[src/rtl/alu_bist.sv]
// alu_bist: built-in self test for a 32-bit single-cycle ALU.
// Drives operand pairs (three fixed corner vectors, then LFSR-generated
// vectors) through AND, OR, ADD, SUB, SLT and NOR. Each ALU answer is
// compared against an internally computed expected result and zero flag.
// Mismatches are counted, and the first one is recorded.
//
// Ports:
//   clk, reset        clock, synchronous active-high reset
//   start             run request, accepted in IDLE or DONE
//   a, b, ALUControl  registered stimulus to the ALU (0 in IDLE/DONE)
//   ALUResult, zero   ALU response, checked in CHECK
//   busy, done, pass  run status
//   fail_count        saturating mismatch count for the current run
//   first_fail_index  vector index of the first mismatch
//   first_fail_op     ALUControl code of the first mismatch
module alu_bist #(
    parameter int unsigned NUM_VECTORS = 64,
    parameter logic [31:0] SEED        = 32'hACE12468
) (
    input  logic        clk,
    input  logic        reset,
    input  logic        start,
    output logic [31:0] a,
    output logic [31:0] b,
    output logic [3:0]  ALUControl,
    input  logic [31:0] ALUResult,
    input  logic        zero,
    output logic        busy,
    output logic        done,
    output logic        pass,
    output logic [15:0] fail_count,
    output logic [15:0] first_fail_index,
    output logic [3:0]  first_fail_op
);

    localparam int unsigned DW   = 32;
    localparam int unsigned CW   = 16;
    localparam int unsigned OPW  = 4;
    localparam int unsigned OPIW = 3;

    localparam logic [DW-1:0]   SEED_EFF = (SEED == 32'h0) ? 32'h1 : SEED;
    localparam logic [CW-1:0]   VEC_LAST = CW'(NUM_VECTORS - 1);
    localparam logic [OPIW-1:0] OP_LAST  = OPIW'(5);
    localparam logic [CW-1:0]   CNT_MAX  = 16'hFFFF;

    typedef enum logic [1:0] {
        S_IDLE  = 2'd0,
        S_DRIVE = 2'd1,
        S_CHECK = 2'd2,
        S_DONE  = 2'd3
    } state_t;

    // Fibonacci LFSR, taps 32,22,2,1; shift left, feedback into bit 0
    function automatic logic [DW-1:0] lfsr_step(input logic [DW-1:0] s);
        logic fb;
        fb = s[31] ^ s[21] ^ s[1] ^ s[0];
        return {s[30:0], fb};
    endfunction

    // Op index within a vector -> ALUControl code
    function automatic logic [OPW-1:0] op_code(input logic [OPIW-1:0] idx);
        logic [OPW-1:0] c;
        case (idx)
            3'd0:    c = 4'b0000;
            3'd1:    c = 4'b0001;
            3'd2:    c = 4'b0010;
            3'd3:    c = 4'b0110;
            3'd4:    c = 4'b0111;
            3'd5:    c = 4'b1100;
            default: c = 4'b0000;
        endcase
        return c;
    endfunction

    state_t          state_q, state_d;
    logic [DW-1:0]   a_q, a_d;
    logic [DW-1:0]   b_q, b_d;
    logic [OPW-1:0]  ctrl_q, ctrl_d;
    logic [DW-1:0]   lfsr_q, lfsr_d;
    logic [CW-1:0]   vec_q, vec_d;
    logic [OPIW-1:0] op_q, op_d;
    logic            busy_q, busy_d;
    logic            done_q, done_d;
    logic            pass_q, pass_d;
    logic [CW-1:0]   fail_count_q, fail_count_d;
    logic [CW-1:0]   ff_index_q, ff_index_d;
    logic [OPW-1:0]  ff_op_q, ff_op_d;

    logic [DW-1:0]   exp_res_c;
    logic            exp_zero_c;
    logic            mismatch_c;
    logic            load_c;
    logic [DW-1:0]   step1_c;
    logic [DW-1:0]   step2_c;

    // Reference result for the operands currently presented to the ALU
    always_comb begin
        exp_res_c = '0;
        case (ctrl_q)
            4'b0000: exp_res_c = a_q & b_q;
            4'b0001: exp_res_c = a_q | b_q;
            4'b0010: exp_res_c = a_q + b_q;
            4'b0110: exp_res_c = a_q - b_q;
            4'b0111: exp_res_c = DW'($signed(a_q) < $signed(b_q));
            4'b1100: exp_res_c = ~(a_q | b_q);
            default: exp_res_c = '0;
        endcase
        exp_zero_c = (exp_res_c == '0);
        mismatch_c = (ALUResult != exp_res_c) || (zero != exp_zero_c);
    end

    // Next-state, counters, operand generation and status
    always_comb begin
        state_d      = state_q;
        a_d          = a_q;
        b_d          = b_q;
        ctrl_d       = ctrl_q;
        lfsr_d       = lfsr_q;
        vec_d        = vec_q;
        op_d         = op_q;
        fail_count_d = fail_count_q;
        ff_index_d   = ff_index_q;
        ff_op_d      = ff_op_q;
        load_c       = 1'b0;
        step1_c      = '0;
        step2_c      = '0;

        case (state_q)
            S_IDLE, S_DONE: begin
                if (start) begin
                    state_d      = S_DRIVE;
                    lfsr_d       = SEED_EFF;
                    vec_d        = '0;
                    op_d         = '0;
                    fail_count_d = '0;
                    ff_index_d   = '0;
                    ff_op_d      = '0;
                    load_c       = 1'b1;
                end
            end
            S_DRIVE: begin
                state_d = S_CHECK;
            end
            S_CHECK: begin
                if (mismatch_c) begin
                    // A zero count means no earlier mismatch in this run
                    if (fail_count_q == '0) begin
                        ff_index_d = vec_q;
                        ff_op_d    = ctrl_q;
                    end
                    if (fail_count_q != CNT_MAX) begin
                        fail_count_d = fail_count_q + 16'd1;
                    end
                end
                if ((vec_q == VEC_LAST) && (op_q == OP_LAST)) begin
                    state_d = S_DONE;
                    a_d     = '0;
                    b_d     = '0;
                    ctrl_d  = '0;
                end else begin
                    state_d = S_DRIVE;
                    load_c  = 1'b1;
                    if (op_q == OP_LAST) begin
                        op_d  = '0;
                        vec_d = vec_q + 16'd1;
                    end else begin
                        op_d = op_q + 3'd1;
                    end
                end
            end
            default: state_d = S_IDLE;
        endcase

        // Operands change only at the first op of each vector
        if (load_c) begin
            ctrl_d = op_code(op_d);
            if (op_d == '0) begin
                case (vec_d)
                    16'd0: begin a_d = 32'h0000_0000; b_d = 32'h0000_0000; end
                    16'd1: begin a_d = 32'hFFFF_FFFF; b_d = 32'h0000_0001; end
                    16'd2: begin a_d = 32'h8000_0000; b_d = 32'h7FFF_FFFF; end
                    default: begin
                        step1_c = lfsr_step(lfsr_d);
                        step2_c = lfsr_step(step1_c);
                        a_d     = step1_c;
                        b_d     = step2_c;
                        lfsr_d  = step2_c;
                    end
                endcase
            end
        end

        busy_d = (state_d == S_DRIVE) || (state_d == S_CHECK);
        done_d = (state_d == S_DONE);
        pass_d = done_d && (fail_count_d == '0);
    end

    // State and output registers
    always_ff @(posedge clk) begin
        if (reset) begin
            state_q      <= S_IDLE;
            a_q          <= '0;
            b_q          <= '0;
            ctrl_q       <= '0;
            lfsr_q       <= SEED_EFF;
            vec_q        <= '0;
            op_q         <= '0;
            busy_q       <= 1'b0;
            done_q       <= 1'b0;
            pass_q       <= 1'b0;
            fail_count_q <= '0;
            ff_index_q   <= '0;
            ff_op_q      <= '0;
        end else begin
            state_q      <= state_d;
            a_q          <= a_d;
            b_q          <= b_d;
            ctrl_q       <= ctrl_d;
            lfsr_q       <= lfsr_d;
            vec_q        <= vec_d;
            op_q         <= op_d;
            busy_q       <= busy_d;
            done_q       <= done_d;
            pass_q       <= pass_d;
            fail_count_q <= fail_count_d;
            ff_index_q   <= ff_index_d;
            ff_op_q      <= ff_op_d;
        end
    end

    assign a                = a_q;
    assign b                = b_q;
    assign ALUControl       = ctrl_q;
    assign busy             = busy_q;
    assign done             = done_q;
    assign pass             = pass_q;
    assign fail_count       = fail_count_q;
    assign first_fail_index = ff_index_q;
    assign first_fail_op    = ff_op_q;

endmodule

[config.mk]
export PLATFORM = sky130hd
export DESIGN_NAME = alu_bist
export DESIGN_NICKNAME = d
export VERILOG_FILES = /design/src/rtl/alu_bist.sv
export SDC_FILE = /design/constraint.sdc
export NUM_CORES = 1
export LEC_CHECK = 0
export ABC_AREA = 1
export BUFFER_PORTS_ARGS = -buffer_cell sky130_fd_sc_hd__buf_2
export CAP_MARGIN = 20
export CORE_MARGIN = 2
export CORE_UTILIZATION = 55
export CTS_BUF_LIST = sky130_fd_sc_hd__clkbuf_4 sky130_fd_sc_hd__clkbuf_8
export DETAILED_ROUTE_END_ITERATION = 8
export HOLD_SLACK_MARGIN = 0.1
export PLACE_DENSITY = 0.8
export SKIP_CTS_REPAIR_TIMING = 1
export SLEW_MARGIN = 20
export SYNTH_ARGS = -nofsm -noshare
export SYNTH_HDL_FRONTEND = slang
export SYNTH_SLANG_ARGS = --single-unit
export TNS_END_PERCENT = 5
[constraint.sdc]
create_clock -name clk -period 3.7 [get_ports clk]
set_clock_uncertainty 0.15 [all_clocks]
set_input_delay 0.925 -clock clk [delete_from_list [all_inputs] [get_ports clk]]
set_output_delay 0.925 -clock clk [all_outputs]
set_load 0.01 [all_outputs]
Word level (Yosys, flattened, before mapping)
Cells that the tools add are included.

Bits in registers: 160. Logic and storage cells: 118.

Bitwise gates (word level): 9. Add/subtract/negate cells: 5. $lt $le $gt $ge: 1. Reduce and logical (&&, ||, !) cells: 18. Muxes and demuxes: 46. Equal/unequal tests: 26.

Operators by type and width (count): 2-to-1 mux 32 bit (13); case mux 32 bit (3 select lines) (2); case mux 32 bit (6 select lines) (1); 2-to-1 mux 16 bit (9); case mux 16 bit (2 select lines) (3); logical NOT 16 bit (3); adder 16 x 1 -> 16 bit (second input constant) (2); adder 32 bit (1); bitwise AND 32 bit (1); logical NOT 32 bit (1); < comparator 32 bit (1); != test 32 bit (1); NOT 32 bit (1); OR 32 bit (1); subtractor 32 bit (1); 2-to-1 mux 4 bit (6); case mux 4 bit (5 select lines) (1); == test 16 x 1 -> 1 bit (second input constant) (1); == test 16 x 2 -> 1 bit (second input constant) (1); == test 16 x 6 -> 1 bit (second input constant) (1); != test 16 bit (second input constant) (1); == test 3 bit (second input constant) (3); 2-to-1 mux 3 bit (3); == test 2 bit (second input constant) (4); other kinds (27) (43).

Longest topological paths before layout
Gate-level depths: netlist of the first run.

Depth in word-level cells: 10. Depth in mapped cells: 32.

Worst setup path after synthesis of the first run
Ideal clock, no wire load.

Path kind: register -> register. From: register b_q[0], in the netlist b[0]. To: register ff_op_q[2], in the netlist first_fail_op[2]. Setup time: 0.132 ns. Setup slack: 0.234 ns. Path buffers: 1. Clock period less this slack: 3.466 ns. Data arrival time: 3.184 ns. Stages on the path, launching flop included: 26. Path through: dfxtp_1 > ha_1 > inv_1 > fa_1 > inv_1 > nand3_1 > nand3_1 > nand2_1 > nand2_1 > nand3_1 > nand2_1 > nand2_1 > nand3_1 > nand3_1 > nand2_1 > nand2_1 > nor2_1 > nand2_1 > nor2_1 > nand2_2 > nor2_8 > nand2_8 > o211ai_4 > buf_2 > nand3b_1 > a21oi_1.

Longest elaborated chain between the ends: 8. Elaborated cells on any way between the ends: 13. Classes of those cells: add/sub (2); order compare (1); eq/ne (3); mux (1); bitwise (3); reduce/logical (3).

RTL lines: from (decl) (line 77) `logic [DW-1:0] b_q, b_d;`; from (signal assigned) (line 203) `b_q <= '0;`; from (signal assigned) (line 217) `b_q <= b_d;`; branches (longest 2 deep; another with subtractor 32 bit); case mux 32 bit (6 select lines) (*) (line 99) `case (ctrl_q)`; logical NOT 32 bit (line 108) `exp_zero_c = (exp_res_c == '0);`; != test 1 bit (line 109) `mismatch_c = (ALUResult != exp_res_c) || (zero != exp_zero_c);`; logical OR 1 bit (*) (line 109); != test 2 bit (no source line) (*); AND reduction 4 bit (no source line) (*); to (signal assigned) (line 227) `ff_op_q <= ff_op_d;`; to (decl) (line 87) `logic [OPW-1:0] ff_op_q, ff_op_d;`.

Every way passes the cells marked *. A chain may end at the register's enable or synchronous reset.

Final worst setup path of the first run
From: register b_q[0], in the netlist b[0]. To: register ff_index_q[2], in the netlist first_fail_index[2].

Longest elaborated chain between the ends: 8. Elaborated cells on any way between the ends: 13. Classes of those cells: add/sub (2); order compare (1); eq/ne (3); mux (1); bitwise (3); reduce/logical (3).

RTL lines: branches (longest 2 deep; another with subtractor 32 bit); case mux 32 bit (6 select lines) (*) (line 99); logical NOT 32 bit (line 108); != test 1 bit (line 109); logical OR 1 bit (*) (line 109); != test 2 bit (no source line) (*); AND reduction 4 bit (no source line) (*); to (signal assigned) (line 226) `ff_index_q <= ff_index_d;`; to (decl) (line 86) `logic [CW-1:0] ff_index_q, ff_index_d;`.

Marks and branches as above.

==> results.yml, run 1 <==
run_status:
  status: "complete, but fails checks"
  violations: "negative setup slack"
synth:
  synth_top_area_share_pct: 21.15
  yosysTopAreaCell: "dfxtp_1"
  yosysWarnings: 0
  synth-async-reset-ratio_pct: 0
  syn_inst: 2587
  synth_edf_count: 0
  synthAdderAreaFrac_pct: 8.692
  syn-num-nets: 2727
  ys_seq_area_share_pct: 21.15
  synth.ff_latch_count: 160
  synth_top_family_by_area: "simple AND/OR/NAND/NOR gates"
  synthXorXnorAreaFrac_pct: 1.330
  syn_avg_cell_area_um2: 5.854
  synth_compound_area_share_pct: 15.05
  syn_area_mm2: 0.01514
  synthSimpleGateAreaFrac_pct: 39.47
  synth_mux_area_share_pct: 0.07436
  synthFlopType: "dfxtp_1"
  ys_types: 59
  synthTopCellsByArea: "dfxtp_1, nand2_1, inv_1, ha_1, nor2_1"
flow_run:
  drv_cap: 0
routing:
  vias: 18690
  routedWlPerCell_um: 17.73
  viasPerCell: 5.622
  drc: 0
  drtIter0Drc: 1917
  first_pass_iters: 6
  routed_wirelength_mm: 58.96
  drtAntennaViolNets: 0
clock_tree:
  cts-root-buf: "clkbuf_8"
  cts_tree: "built"
  clk-insertion-delay-late_ns: 0.49
  clock-sinks: 160
  htreeDepth: 4
  cts_made_buffers: 17
  ctsLongestPathBuffers: 2
  clkTransAtPathRegs_ns: 0.10
setup_path:
  crit_chain: "ha_2, inv_1, fa_2, inv_2, buf_4, nand2_1, nand3_2, nand2_2, nand2_1, nand2_1, nand3_1, nand2_2, nor2_2, nand2_1, nor2_2, nand4_1, nor2_1, nand3_1, nand2_4, nand2_8, o211ai_4, buf_12, nand3b_1, a21oi_1"
  crit_slowest_cell: "dfxtp_4"
  rr_worst_depth: 24
  worstSetupPathType: "reg -> reg"
  path_max_fanout: 40
  endpoint_kind: "flip-flop"
  r2r_setup_slack_ns: -0.38
  rr_startpoint: "b[0]$_SDFF_PP0_"
  critPathBufInv: 4
  reg2reg_to: "first_fail_index[2]$_SDFFE_PP0P_"
  critPathArrivalTime_ns: 4.27
  critPathLaunchType: "flip-flop"
  slowest_delay_ns: 0.39
  cp_top_family: "simple AND/OR/NAND/NOR gates"
  crit_top_cell: "nand2_1"
  cp.required_ns: 3.88
sta:
  final.setup.worst_slack_ns: -0.3825
  rsz0062_at_grt: "true"
  period_needed_ns: 4.082
  hold_viol: 0
  relSlewSlack_pct: 29.64
  fmax_ghz: 0.2450
  worst_slew_pin_slew_ns: 1.054
  finalSetupTns_ns: -9.865
  setup_viol: 35
  drv_slew: 0
  fin_crit_sh_pct: 110.3
floorplanning:
  dieWidth_um: 169.9
  die_area_mm2: 0.02888
  core_area_mm2: 0.02703
  initial_core_util_pct: 56.03
  rows: 60
  die_h_um: 169.9
  ios: 143
worst_hold_path:
  min_delay_worst_endpoint: "first_fail_index[12]$_SDFFE_PP0P_"
  hp-start: "first_fail_index[12]$_SDFFE_PP0P_"
  hold_depth: 2
  hold_path_class: "reg -> reg"
final_layout:
  layout_commonest_cell: "nand2_1"
  fill_cells: 2359
  layout_common_cells: "nand2_1, inv_1, buf_4, nor2_1, nand3_1"
  drive_gt1_share_pct: 24.43
  postLayoutCoreUtil_pct: 72.07
  diodes: 0
  nets: 3111
  synthToLayoutAreaGrowth_pct: 28.62
global_route:
  antenna_found_initial: 0
  grt_pass1_vias: 16900
  grt_pass1_wl_mm: 88.98
  grt.overflow.total: 0
  grt_max_degree: 72
  grt_use_total_pct: 39.33
placement:
  gp_congestion: 1.023
  post-dp-hpwl_mm: 46.64
  pre_cts_slack_ns: -0.5464
  port-buffer-count: 142
power_and_ir_drop:
  total_power_w: 0.009020
  power_density_mw_per_mm2: 463.1
  ir_worst_vdd_mv: 0.3278
  power_leakage_nw: 10.05
## worst max-delay path by stage
stage / from / endpoint / slack, ns / cells past startpoint
2_1_floorplan: b[0]$_SDFF_PP0_ / first_fail_op[2]$_SDFFE_PP0P_ / 0.23 / 25
3_3_place_gp: a[0]$_SDFF_PP0_ / pass$_SDFF_PP0_ / -0.53 / 31
3_5_place_dp: a[0]$_SDFF_PP0_ / pass$_SDFF_PP0_ / -0.55 / 30
4_1_cts: a[0]$_SDFF_PP0_ / pass$_SDFF_PP0_ / -0.56 / 30
5_1_grt: a[2]$_SDFF_PP0_ / pass$_SDFF_PP0_ / -0.58 / 28
6_report: b[0]$_SDFF_PP0_ / first_fail_index[2]$_SDFFE_PP0P_ / -0.38 / 24
## tightest hold or removal path: cells and delay by family (launching register included)
family	cells	cell delay, ns
simple gates	1	0.06
compound gates	1	0.05
flops	1	0.32
## flip-flops by register name (all words and copies together), names as in the netlist, 4 cells and up
register,flops
a,32
b,32
lfsr_q,32
fail_count,16
first_fail_index,16
vec_q,16
ALUControl,4
first_fail_op,4
## cell type report
class | instances | area, um^2 | area share, %
tap | 341 | 426.7 | 2.191
inverter | 444 | 1672 | 8.582
clock buffer | 17 | 234.0 | 1.201
multi-input combinational | 1888 | 10500 | 53.91
clock inverter | 15 | 178.9 | 0.9186
sequential | 160 | 3223 | 16.55
timing repair buffer | 460 | 3243 | 16.65
## per-layer routing
layer	vias up	GRT usage (%)	routed length (um)
li1	9019	-	-
met1	8520	50.23	24030
met4	0	20.18	3338
met5	-	0	0
met2	938	64.54	26790
met3	215	5.860	4798
## cells in the mapped netlist, drive strengths merged, types with 2 or more instances
cell and number:
and3 3, nand4 47, and2 7, buf 61
dfxtp 160, a21oi 171, nor4 6, nand3 230
xnor2 7, nand3b 21, inv 441, o211ai 10
a221oi 24, nor3 23, nor2 312, ha 102
a32oi 3, a31oi 66, clkbuf 34, a211oi 3
nand2 726, o22ai 2, o21bai 10, fa 2
xor2 16, o21ai 84, clkinv 3, o21a 5
## where the power goes
| group | switching, W | internal (W) | total [W] | leakage (nW) |
|---|---|---|---|---|
| logic | 0.00350 | 0.00222 | 0.00572 | 8.54 |
| registers | 0.0000855 | 0.00188 | 0.00196 | 1.30 |
| clock network | 0.000811 | 0.000528 | 0.00134 | 0.211 |
| total | 0.00440 | 0.00462 | 0.00902 | 10.0 |
## cells by family (layout without fill, tap and decap cells)
family          after synthesis  after routing
fa+ha+maj                   104            104
mux                           1              1
simple gates               1377           1377
flops                       160            160
compound gates              383            383
xor+xnor                     23             23
buf+inv                     539            936
## stage by stage
stage,std cells,hold WS [ns],cell area [um^2]
finish,3325,0.3187,19480
global route,3325,0.3384,19480
CTS,3313,0.3220,18630
detailed placement,3281,0.3040,18220
global placement,3281,0.2998,18220
floorplan,2587,0.3216,15140
Power figures use the tool's default switching activity.
==> inputs of run 2 (changes only) <==
CTS_BUF_LIST = unset   (was sky130_fd_sc_hd__clkbuf_4 sky130_fd_sc_hd__clkbuf_8)
==> run 2 against run 1 <==
The run still ends with negative setup slack left; critical path depth rose by 4; non-clock buffer count rose by 9; register-to-register slack got worse by 0.04 ns; sequential power barely moved; combinational power rose by 3%; final cell count rose by 0.27%; hold slack improved by 0.0013 ns; flip-flop and latch count did not move; setup slack got worse by 0.038 ns; via count rose by 1.3%; utilization rose by 1.5 points; die area did not move; critical endpoint is now first_fail_index[1]$_SDFFE_PP0P_.
==> results.yml, run 2 (synthesis results as in run 1) <==
clock_tree:
  htreeDepth: 4
  clkTransAtPathRegs_ns: 0.07
  cts_made_buffers: 17
  ctsLongestPathBuffers: 2
  cts_tree: "built"
  clock-sinks: 160
  cts-root-buf: "clkbuf_16"
  clk-insertion-delay-late_ns: 0.45
placement:
  port-buffer-count: 142
  gp_congestion: 1.023
  post-dp-hpwl_mm: 46.64
setup_path:
  cp.required_ns: 3.92
  critPathArrivalTime_ns: 4.34
  endpoint_kind: "flip-flop"
  crit_slowest_cell: "fa_2"
  slowest_delay_ns: 0.40
  critPathLaunchType: "flip-flop"
  worstSetupPathType: "reg -> reg"
  path_max_fanout: 16
final_layout:
  fill_cells: 2270
  layout_common_cells: "nand2_1, inv_1, buf_4, nor2_1, nand3_1"
  drive_gt1_share_pct: 25.66
  diodes: 0
  postLayoutCoreUtil_pct: 73.59
  nets: 3120
  layout_commonest_cell: "nand2_1"
  synthToLayoutAreaGrowth_pct: 31.34
power_and_ir_drop:
  power_leakage_nw: 10.22
  total_power_w: 0.009666
  power_density_mw_per_mm2: 486.0
  ir_worst_vdd_mv: 0.3629
floorplanning:
  die_area_mm2: 0.02888
  die_h_um: 169.9
  core_area_mm2: 0.02703
  ios: 143
  dieWidth_um: 169.9
  initial_core_util_pct: 56.03
  rows: 60
sta:
  holdWs_ns: 0.3200
  rsz0062_at_grt: "true"
  drv_slew: 0
  worst_slew_pin_slew_ns: 1.087
  period_needed_ns: 4.120
  relSlewSlack_pct: 27.45
  fmax_ghz: 0.2427
  finalSetupTns_ns: -9.982
  final.setup.worst_slack_ns: -0.4203
  fin_crit_sh_pct: 111.4
  setup_viol: 33
  hold_viol: 0
routing:
  drtIter0Drc: 1894
  routed_wirelength_mm: 60.75
  vias: 18940
  routedWlPerCell_um: 18.22
  drc: 0
  viasPerCell: 5.680
  drtAntennaViolNets: 0
  first_pass_iters: 6
global_route:
  grt_use_total_pct: 39.66
  grt_pass1_vias: 17200
  grt_pass1_wl_mm: 89.91
  grt_max_degree: 72
  antenna_found_initial: 0
  grt.overflow.total: 0
run_status:
  status: "complete, but fails checks"
  violations: "negative setup slack"
flow_run:
  drv_cap: 0
worst_hold_path:
  hold_path_class: "reg -> reg"
==> run 2: cell count changes in the layout (fill, tap and decap cells not counted), moves of 4 or more <==
cell / delta
a21oi_1: -6
a21oi_2: +5
buf_4: +4
clkbuf_16: +19
clkbuf_8: -17
nand2_1: -14
nand2_2: +13
nand3_1: -4
nand3_2: +4
==> run 2: through the flow <==
step	setup slack, ns	cell area, um^2	instances
after floorplan	0.2336	15140	2587
after detailed placement	-0.5464	18220	3281
after CTS	-0.5785	18820	3313
after global placement	-0.5344	18220	3281
final	-0.4203	19890	3334
after global routing	-0.5837	19890	3334
==> run 2: layout make-up <==
class / instances / area (um^2) / area share (%)
flip-flops and latches: 160 / 3223 / 16.21
repair buffers: 469 / 3357 / 16.88
well taps: 341 / 426.7 / 2.145
clock inverters: 15 / 178.9 / 0.8996
multi-input cells: 1888 / 10610 / 53.33
inverters: 444 / 1672 / 8.405
clock buffers: 17 / 425.4 / 2.139
==> run 2: report_power, final <==
group          internal [W]  switching [W]  total [W]
clock              0.000925       0.000883    0.00181
sequential          0.00188      0.0000876    0.00196
combinational       0.00229        0.00360    0.00589
==> run 2: final timing paths <==
| check | cells after the start | end | start | slack, ns |
|---|---|---|---|---|
| setup reg to reg | 28 | first_fail_index[1]$_SDFFE_PP0P_ | a[0]$_SDFF_PP0_ | -0.42 |
| setup / recovery | 28 | first_fail_index[1]$_SDFFE_PP0P_ | a[0]$_SDFF_PP0_ | -0.42 |
| hold reg to reg | 2 | first_fail_index[11]$_SDFFE_PP0P_ | first_fail_index[11]$_SDFFE_PP0P_ | 0.32 |
| hold / removal | 2 | first_fail_index[11]$_SDFFE_PP0P_ | first_fail_index[11]$_SDFFE_PP0P_ | 0.32 |
==> run 2: critical path, delay by kind of cell, from the launching register on <==
kind	cells	cell delay (ns)
fa+ha+maj	2	0.57
simple gates	18	1.98
compound gates	2	0.34
buf+inv	6	0.64
flops	1	0.38
==> run 2: metal layers <==
layer | track usage [%] | share of wire, % | vias to the layer above
met5 | 0 | 0 | -
met4 | 22.48 | 5.9 | 0
met3 | 6.116 | 7.8 | 220
met2 | 64.65 | 46 | 985
met1 | 50.05 | 41 | 8694
li1 | - | - | 9037
